**src/rtl/phys_free_list_pkg.sv**
```systemverilog
// Shared rename-stage definitions: default register-file sizes and the physical tag type.
`default_nettype none
package phys_free_list_pkg;
  localparam int NUM_REG  = 8;   // architectural registers
  localparam int NUM_PREG = 16;  // physical registers
  localparam int PTAG_W   = $clog2(NUM_PREG);
  typedef logic [PTAG_W-1:0] phys_tag_t;
endpackage
`default_nettype wire

```
**src/rtl/phys_free_list_if.sv**
```systemverilog
// Rename/commit-side bundle for the physical register free list.
`default_nettype none
interface phys_free_list_if
  import phys_free_list_pkg::*;
#(
  parameter int NUM_PHYS = NUM_PREG,
  parameter int NUM_ARCH = NUM_REG
);
  localparam int TAG_W = $clog2(NUM_PHYS);
  localparam int CNT_W = $clog2(NUM_PHYS - NUM_ARCH + 1);

  logic             alloc_req;
  logic             alloc_valid;
  logic [TAG_W-1:0] alloc_tag;
  logic             ret_valid;
  logic [TAG_W-1:0] ret_tag;
  logic             commit_alloc;
  logic             recover;
  logic [CNT_W-1:0] free_count;
  logic             err_overflow;
  logic             err_underflow;

  modport master (
    output alloc_req, ret_valid, ret_tag, commit_alloc, recover,
    input  alloc_valid, alloc_tag, free_count, err_overflow, err_underflow
  );

  modport slave (
    input  alloc_req, ret_valid, ret_tag, commit_alloc, recover,
    output alloc_valid, alloc_tag, free_count, err_overflow, err_underflow
  );
endinterface
`default_nettype wire

```
**src/rtl/phys_free_list.sv**
```systemverilog
// Circular free list of physical tags with a speculative head and a commit head for squash recovery.
`default_nettype none
module phys_free_list
  import phys_free_list_pkg::*;
#(
  parameter int NUM_PHYS = NUM_PREG,
  parameter int NUM_ARCH = NUM_REG
) (
  input  wire logic        clk,
  input  wire logic        rst,
  phys_free_list_if.slave  fl
);
  localparam int TAG_W   = $clog2(NUM_PHYS);
  localparam int FL_SIZE = NUM_PHYS - NUM_ARCH;
  localparam int CNT_W   = $clog2(FL_SIZE + 1);
  localparam int PTR_W   = (FL_SIZE > 1) ? $clog2(FL_SIZE) : 1;

  localparam logic [CNT_W-1:0] C_FULL = CNT_W'(FL_SIZE);

  // Wrap explicitly so non-power-of-two list sizes work.
  function automatic logic [PTR_W-1:0] ptr_inc(input logic [PTR_W-1:0] p);
    return (p == PTR_W'(FL_SIZE - 1)) ? '0 : p + PTR_W'(1);
  endfunction

  logic [TAG_W-1:0] r_buf [FL_SIZE];
  logic [PTR_W-1:0] r_head;
  logic [PTR_W-1:0] r_chead;
  logic [PTR_W-1:0] r_tail;
  logic [CNT_W-1:0] r_spec_cnt;
  logic [CNT_W-1:0] r_arch_cnt;
  logic             r_err_overflow;
  logic             r_err_underflow;

  logic             w_fire;
  logic             w_ret_ok;
  logic             w_commit_ok;
  logic [PTR_W-1:0] w_chead_nxt;
  logic [CNT_W-1:0] w_arch_nxt;

  assign w_fire      = fl.alloc_req && (r_spec_cnt != '0) && !fl.recover;
  assign w_ret_ok    = fl.ret_valid && (r_arch_cnt != C_FULL);
  // Entries between chead and head are allocated but not yet committed.
  assign w_commit_ok = fl.commit_alloc && (r_arch_cnt > r_spec_cnt);
  assign w_chead_nxt = w_commit_ok ? ptr_inc(r_chead) : r_chead;
  assign w_arch_nxt  = r_arch_cnt + CNT_W'(w_ret_ok) - CNT_W'(w_commit_ok);

  always_ff @(posedge clk or posedge rst) begin
    if (rst) begin
      for (int i = 0; i < FL_SIZE; i++) begin
        r_buf[i] <= TAG_W'(NUM_ARCH + i);
      end
      r_head          <= '0;
      r_chead         <= '0;
      r_tail          <= '0;
      r_spec_cnt      <= C_FULL;
      r_arch_cnt      <= C_FULL;
      r_err_overflow  <= 1'b0;
      r_err_underflow <= 1'b0;
    end else begin
      if (w_ret_ok) begin
        r_buf[r_tail] <= fl.ret_tag;
        r_tail        <= ptr_inc(r_tail);
      end
      r_chead    <= w_chead_nxt;
      r_arch_cnt <= w_arch_nxt;
      if (fl.recover) begin
        r_head     <= w_chead_nxt;
        r_spec_cnt <= w_arch_nxt;
      end else begin
        if (w_fire) begin
          r_head <= ptr_inc(r_head);
        end
        r_spec_cnt <= r_spec_cnt + CNT_W'(w_ret_ok) - CNT_W'(w_fire);
      end
      if (fl.ret_valid && !w_ret_ok) begin
        r_err_overflow <= 1'b1;
      end
      if (fl.commit_alloc && !w_commit_ok) begin
        r_err_underflow <= 1'b1;
      end
    end
  end

  assign fl.alloc_valid   = (r_spec_cnt != '0);
  assign fl.alloc_tag     = r_buf[r_head];
  assign fl.free_count    = r_spec_cnt;
  assign fl.err_overflow  = r_err_overflow;
  assign fl.err_underflow = r_err_underflow;
endmodule
`default_nettype wire

```
**src/flat_wrapper.sv**
```systemverilog
// flat-port wrapper written by rule: the top's interface ports become plain ports
module phys_free_list_flat import phys_free_list_pkg::*;
#(
  parameter int NUM_PHYS = NUM_PREG,
  parameter int NUM_ARCH = NUM_REG
)
  (clk, rst, fl_alloc_req, fl_ret_valid, fl_ret_tag, fl_commit_alloc, fl_recover, fl_alloc_valid, fl_alloc_tag, fl_free_count, fl_err_overflow, fl_err_underflow);
  phys_free_list_if #(.NUM_PHYS(NUM_PHYS), .NUM_ARCH(NUM_ARCH)) fl_i ();
  input  wire logic clk;
  input  wire logic rst;
  input wire logic [$bits(fl_i.alloc_req)-1:0] fl_alloc_req;
  input wire logic [$bits(fl_i.ret_valid)-1:0] fl_ret_valid;
  input wire logic [$bits(fl_i.ret_tag)-1:0] fl_ret_tag;
  input wire logic [$bits(fl_i.commit_alloc)-1:0] fl_commit_alloc;
  input wire logic [$bits(fl_i.recover)-1:0] fl_recover;
  output wire logic [$bits(fl_i.alloc_valid)-1:0] fl_alloc_valid;
  output wire logic [$bits(fl_i.alloc_tag)-1:0] fl_alloc_tag;
  output wire logic [$bits(fl_i.free_count)-1:0] fl_free_count;
  output wire logic [$bits(fl_i.err_overflow)-1:0] fl_err_overflow;
  output wire logic [$bits(fl_i.err_underflow)-1:0] fl_err_underflow;
  assign fl_i.alloc_req = fl_alloc_req;
  assign fl_i.ret_valid = fl_ret_valid;
  assign fl_i.ret_tag = fl_ret_tag;
  assign fl_i.commit_alloc = fl_commit_alloc;
  assign fl_i.recover = fl_recover;
  assign fl_alloc_valid = fl_i.alloc_valid;
  assign fl_alloc_tag = fl_i.alloc_tag;
  assign fl_free_count = fl_i.free_count;
  assign fl_err_overflow = fl_i.err_overflow;
  assign fl_err_underflow = fl_i.err_underflow;
  phys_free_list #(.NUM_PHYS(NUM_PHYS), .NUM_ARCH(NUM_ARCH)) u_core (.clk(clk), .rst(rst), .fl(fl_i));
endmodule
```
**config.mk**
```make
export PLATFORM = sky130hd
export DESIGN_NAME = phys_free_list_flat
export DESIGN_NICKNAME = d
export VERILOG_FILES = /design/src/rtl/phys_free_list_pkg.sv /design/src/rtl/phys_free_list_if.sv /design/src/rtl/phys_free_list.sv /design/src/flat_wrapper.sv
export SDC_FILE = /design/constraint.sdc
export NUM_CORES = 1
export LEC_CHECK = 0
export BUFFER_PORTS_ARGS = -buffer_cell sky130_fd_sc_hd__buf_2
export CAP_MARGIN = 20
export CORE_UTILIZATION = 45
export DETAILED_ROUTE_END_ITERATION = 6
export SLEW_MARGIN = 10
export SYNTH_ARGS = -nofsm -noshare
export SYNTH_HDL_FRONTEND = slang
export SYNTH_SLANG_ARGS = --single-unit
```
**constraint.sdc**
```tcl
create_clock -name clk -period 5.6 [get_ports clk]
set_clock_uncertainty 0.1 [all_clocks]
set_input_delay 1.12 -clock clk [delete_from_list [all_inputs] [get_ports clk]]
set_output_delay 1.12 -clock clk [all_outputs]
set_load 0.02 [all_outputs]
```
==> reports/qor.txt <==
Ant diodes - 0
Setup repair bufs after CTS - 0
Tmin final - 3.31 ns
Yosys reg bits - 51
Crit path kind - reg2out
Clk sinks - 51
Synth area leaders - dfrtp_1 26%, dfstp_2 21%, mux2_2 16%, ha_1 9.1%, mux4_2 6.5%
Setup_tns - 0 ns
Largest family of logic cells by synthesized area - multiplexers
1st-pass router iterations - 4
Initial Util - 0.466
Yosys cell types - 40
Die width - 80.3 um
Leakage - 0.00138 uW
Main synth FF type - dfrtp_1
Max_cap viols - 0
Crit-path max FO - 11
Drt wl/cell - 16.4 um
Top cells by count, synth - 40 x mux2_2, 29 x dfrtp_1, 22 x dfstp_2
Core area - 5920 sq um
First DRT Iteration DRCs - 63
H-tree depth - 2
Top Ports - 21
DR vias - 1652
IO Port Bufs - 20
Vias in the first global route - 1705
Placed Instance Area - 2930 sq um
Multi-input combinational cell area - 1350 sq um
Critical path's largest stage delay - 0.75 ns
CTS clk-pin slew, worst paths - 0.09 ns
Cell Chain, Critical Path - mux4_2, mux2_2, buf_2
Initial antenna violation count - 0
Clk buf depth - 2
Power Dens Cells - 657 nW/um^2
Net Sw Power - 725 uW
Final period util - 0.591
Combinational share of power - 0.460
Max IR drop VDD - 0.362 mV
Routability-driven placement congestion ratio - 0.760
Routed Antenna Nets - 0
All-Layer GR Usage - 0.177
DRC Markers - 0
Die height - 80.3 um
Most instantiated library cell after synthesis - mux2_2
Multiplexer share of the synthesized area - 0.232
GR Overflow Total - 0
Mapped Cells - 208
First-pass GRT wire length - 8470 um
Asr flop ratio synth - 1.00
Run status - finished, final reports clean
Filler Cell Count - 523
EDFF count, synth - 0
Crit start category - register
Sequential fraction of the synthesis area - 0.472
Worst-Margin Slew - 0.654 ns
Nets@finish - 262
RSZ-0062 raised after global routing - no
Post-synthesis compound-gate area fraction - 0.0607
Max Freq - 302 MHz
Num CTS Buffers - 5
Synthesized area - 2760 sq um
Hold crit path type - reg2reg
Cts hold-fix bufs - 0
WL final - 5020 um
Final Hold Viols - 0
Utilization after layout - 0.518
Xor/xnor share of the synthesized area - 0.0127
Internal - 1290 uW
Std cell rows - 28
Clock share of power - 0.152
Largest net degree at the start of global routing - 52
Critical path data required time - 4.38 ns
Synth warn - 0
Simple-Gate Fraction of Synth Area - 0.0779
Fraction of layout cells with a size suffix above 1 - 0.455
WP buf/inv - 1
Clock Root Buffer - clkbuf_8
Synth Area in Adders - 0.105
Mean Syn Cell Area - 13.3 sq um
HPWL after DPL - 3540 um
Top-area cell type share of the netlist area - 0.263
Area Overhead vs Synth - 11.0%
Largest area contributor in the netlist - dfrtp_1
Crit path DAT - 2.09 ns
FF+latch area - 1300 sq um
CTS tree - done
Skew-Pair Late Insertion Delay - 0.31 ns
Worst Setup End Kind - output pin
Crit-path slowest cell - dfrtp_1
Final setup violation count - 0
Post-cts resize count - 0
Reg power frac - 0.388
Design area - 3070 sq um
Mapped Nets - 240
Slew Limit Fails - 0
Net Sw Frac - 0.360
Die area - 6450 sq um
Avg Vias per Cell - 5.40
CP top delay family - multiplexers
Max_slew headroom - 0.564
layout by cell type, fill, tap and decap left out, types with 2 or more instances in the layout:
cell type | netlist | final
mux2_2 | 40 | 40
clkbuf_8 | 0 | 5
bufinv_16 | 0 | 2
nor4b_4 | 2 | 2
dfstp_2 | 22 | 22
xor2_1 | 3 | 3
a211oi_1 | 2 | 2
nand4_1 | 2 | 2
and3_1 | 3 | 3
a21oi_1 | 4 | 4
a21boi_0 | 2 | 2
mux4_2 | 8 | 8
buf_2 | 3 | 20
fa_1 | 2 | 2
a21o_1 | 5 | 5
nand2_1 | 10 | 10
ha_1 | 20 | 20
a311oi_1 | 2 | 2
nand4b_1 | 2 | 2
dfrtp_1 | 29 | 29
inv_1 | 19 | 18
inv_2 | 1 | 2
a2111oi_0 | 3 | 3
nor2_1 | 5 | 5
cells by family (layout without fill, tap and decap cells):
kind of cell | count (synthesis) | count (layout)
flops | 51 | 51
mux | 49 | 49
simple gates | 33 | 33
buf+inv | 26 | 49
compound gates | 23 | 23
fa+ha+maj | 22 | 22
xor+xnor | 4 | 4
power by group through the flow:
stage | clock network [uW] | registers [uW] | logic (uW)
2_1_floorplan | 0 | 728 | 766
3_3_place_gp | 0 | 787 | 912
3_5_place_dp | 0 | 792 | 929
4_1_cts | 313 | 784 | 938
5_1_grt | 327 | 817 | 1050
6_report | 306 | 781 | 926
state kept, by name (all words and copies together), names as in the netlist:
signal                   count
u_core.r_buf                32
u_core.fl.free_count         4
u_core.r_arch_cnt            4
u_core.r_chead               3
u_core.r_head                3
u_core.r_tail                3
u_core.fl.err_overflow       1
u_core.fl.err_underflow      1
final timing paths:
kind | slack [ns] | from | end | depth (start not counted)
setup reg to reg | 2.47 | u_core.fl.free_count[1] | u_core.fl.free_count[2] | 13
hold reg to reg | 0.36 | u_core.fl.err_overflow | u_core.fl.err_overflow | 1
min in group asynchronous | 0.87 | rst | u_core.r_tail[1] | 3
hold / removal | 0.36 | u_core.fl.err_overflow | u_core.fl.err_overflow | 1
setup / recovery | 2.29 | u_core.r_head[0] | fl_alloc_tag[0] | 3
max in group asynchronous | 4.09 | rst | u_core.r_buf[26] | 3
area by class of cell:
type                    instances  share of cell area
clock buffers                   5              0.0224
clock inverters                 3              0.0220
inverters                      20              0.0245
multi-input cells             131               0.440
flip-flops and latches         51               0.425
well taps                      75              0.0306
repair buffers                 21              0.0351
per-layer routing:
layer,vias up,share of wire,track usage
met5,-,0,0
li1,792,-,-
met4,0,0.013,0.0536
met2,16,0.45,0.268
met1,837,0.51,0.254
met3,7,0.024,0.0375
stage by stage:
stage / setup slack [ns] / hold WS (ns) / total power (uW) / cells
3_5_place_dp: 2.50 / 0.343 / 1720 / 298
6_report: 2.29 / 0.361 / 2010 / 306
5_1_grt: 2.13 / 0.380 / 2190 / 306
3_3_place_gp: 2.54 / 0.338 / 1700 / 298
4_1_cts: 2.23 / 0.368 / 2040 / 306
2_1_floorplan: 2.63 / 0.374 / 1490 / 208
Power figures use the tool's default switching activity.
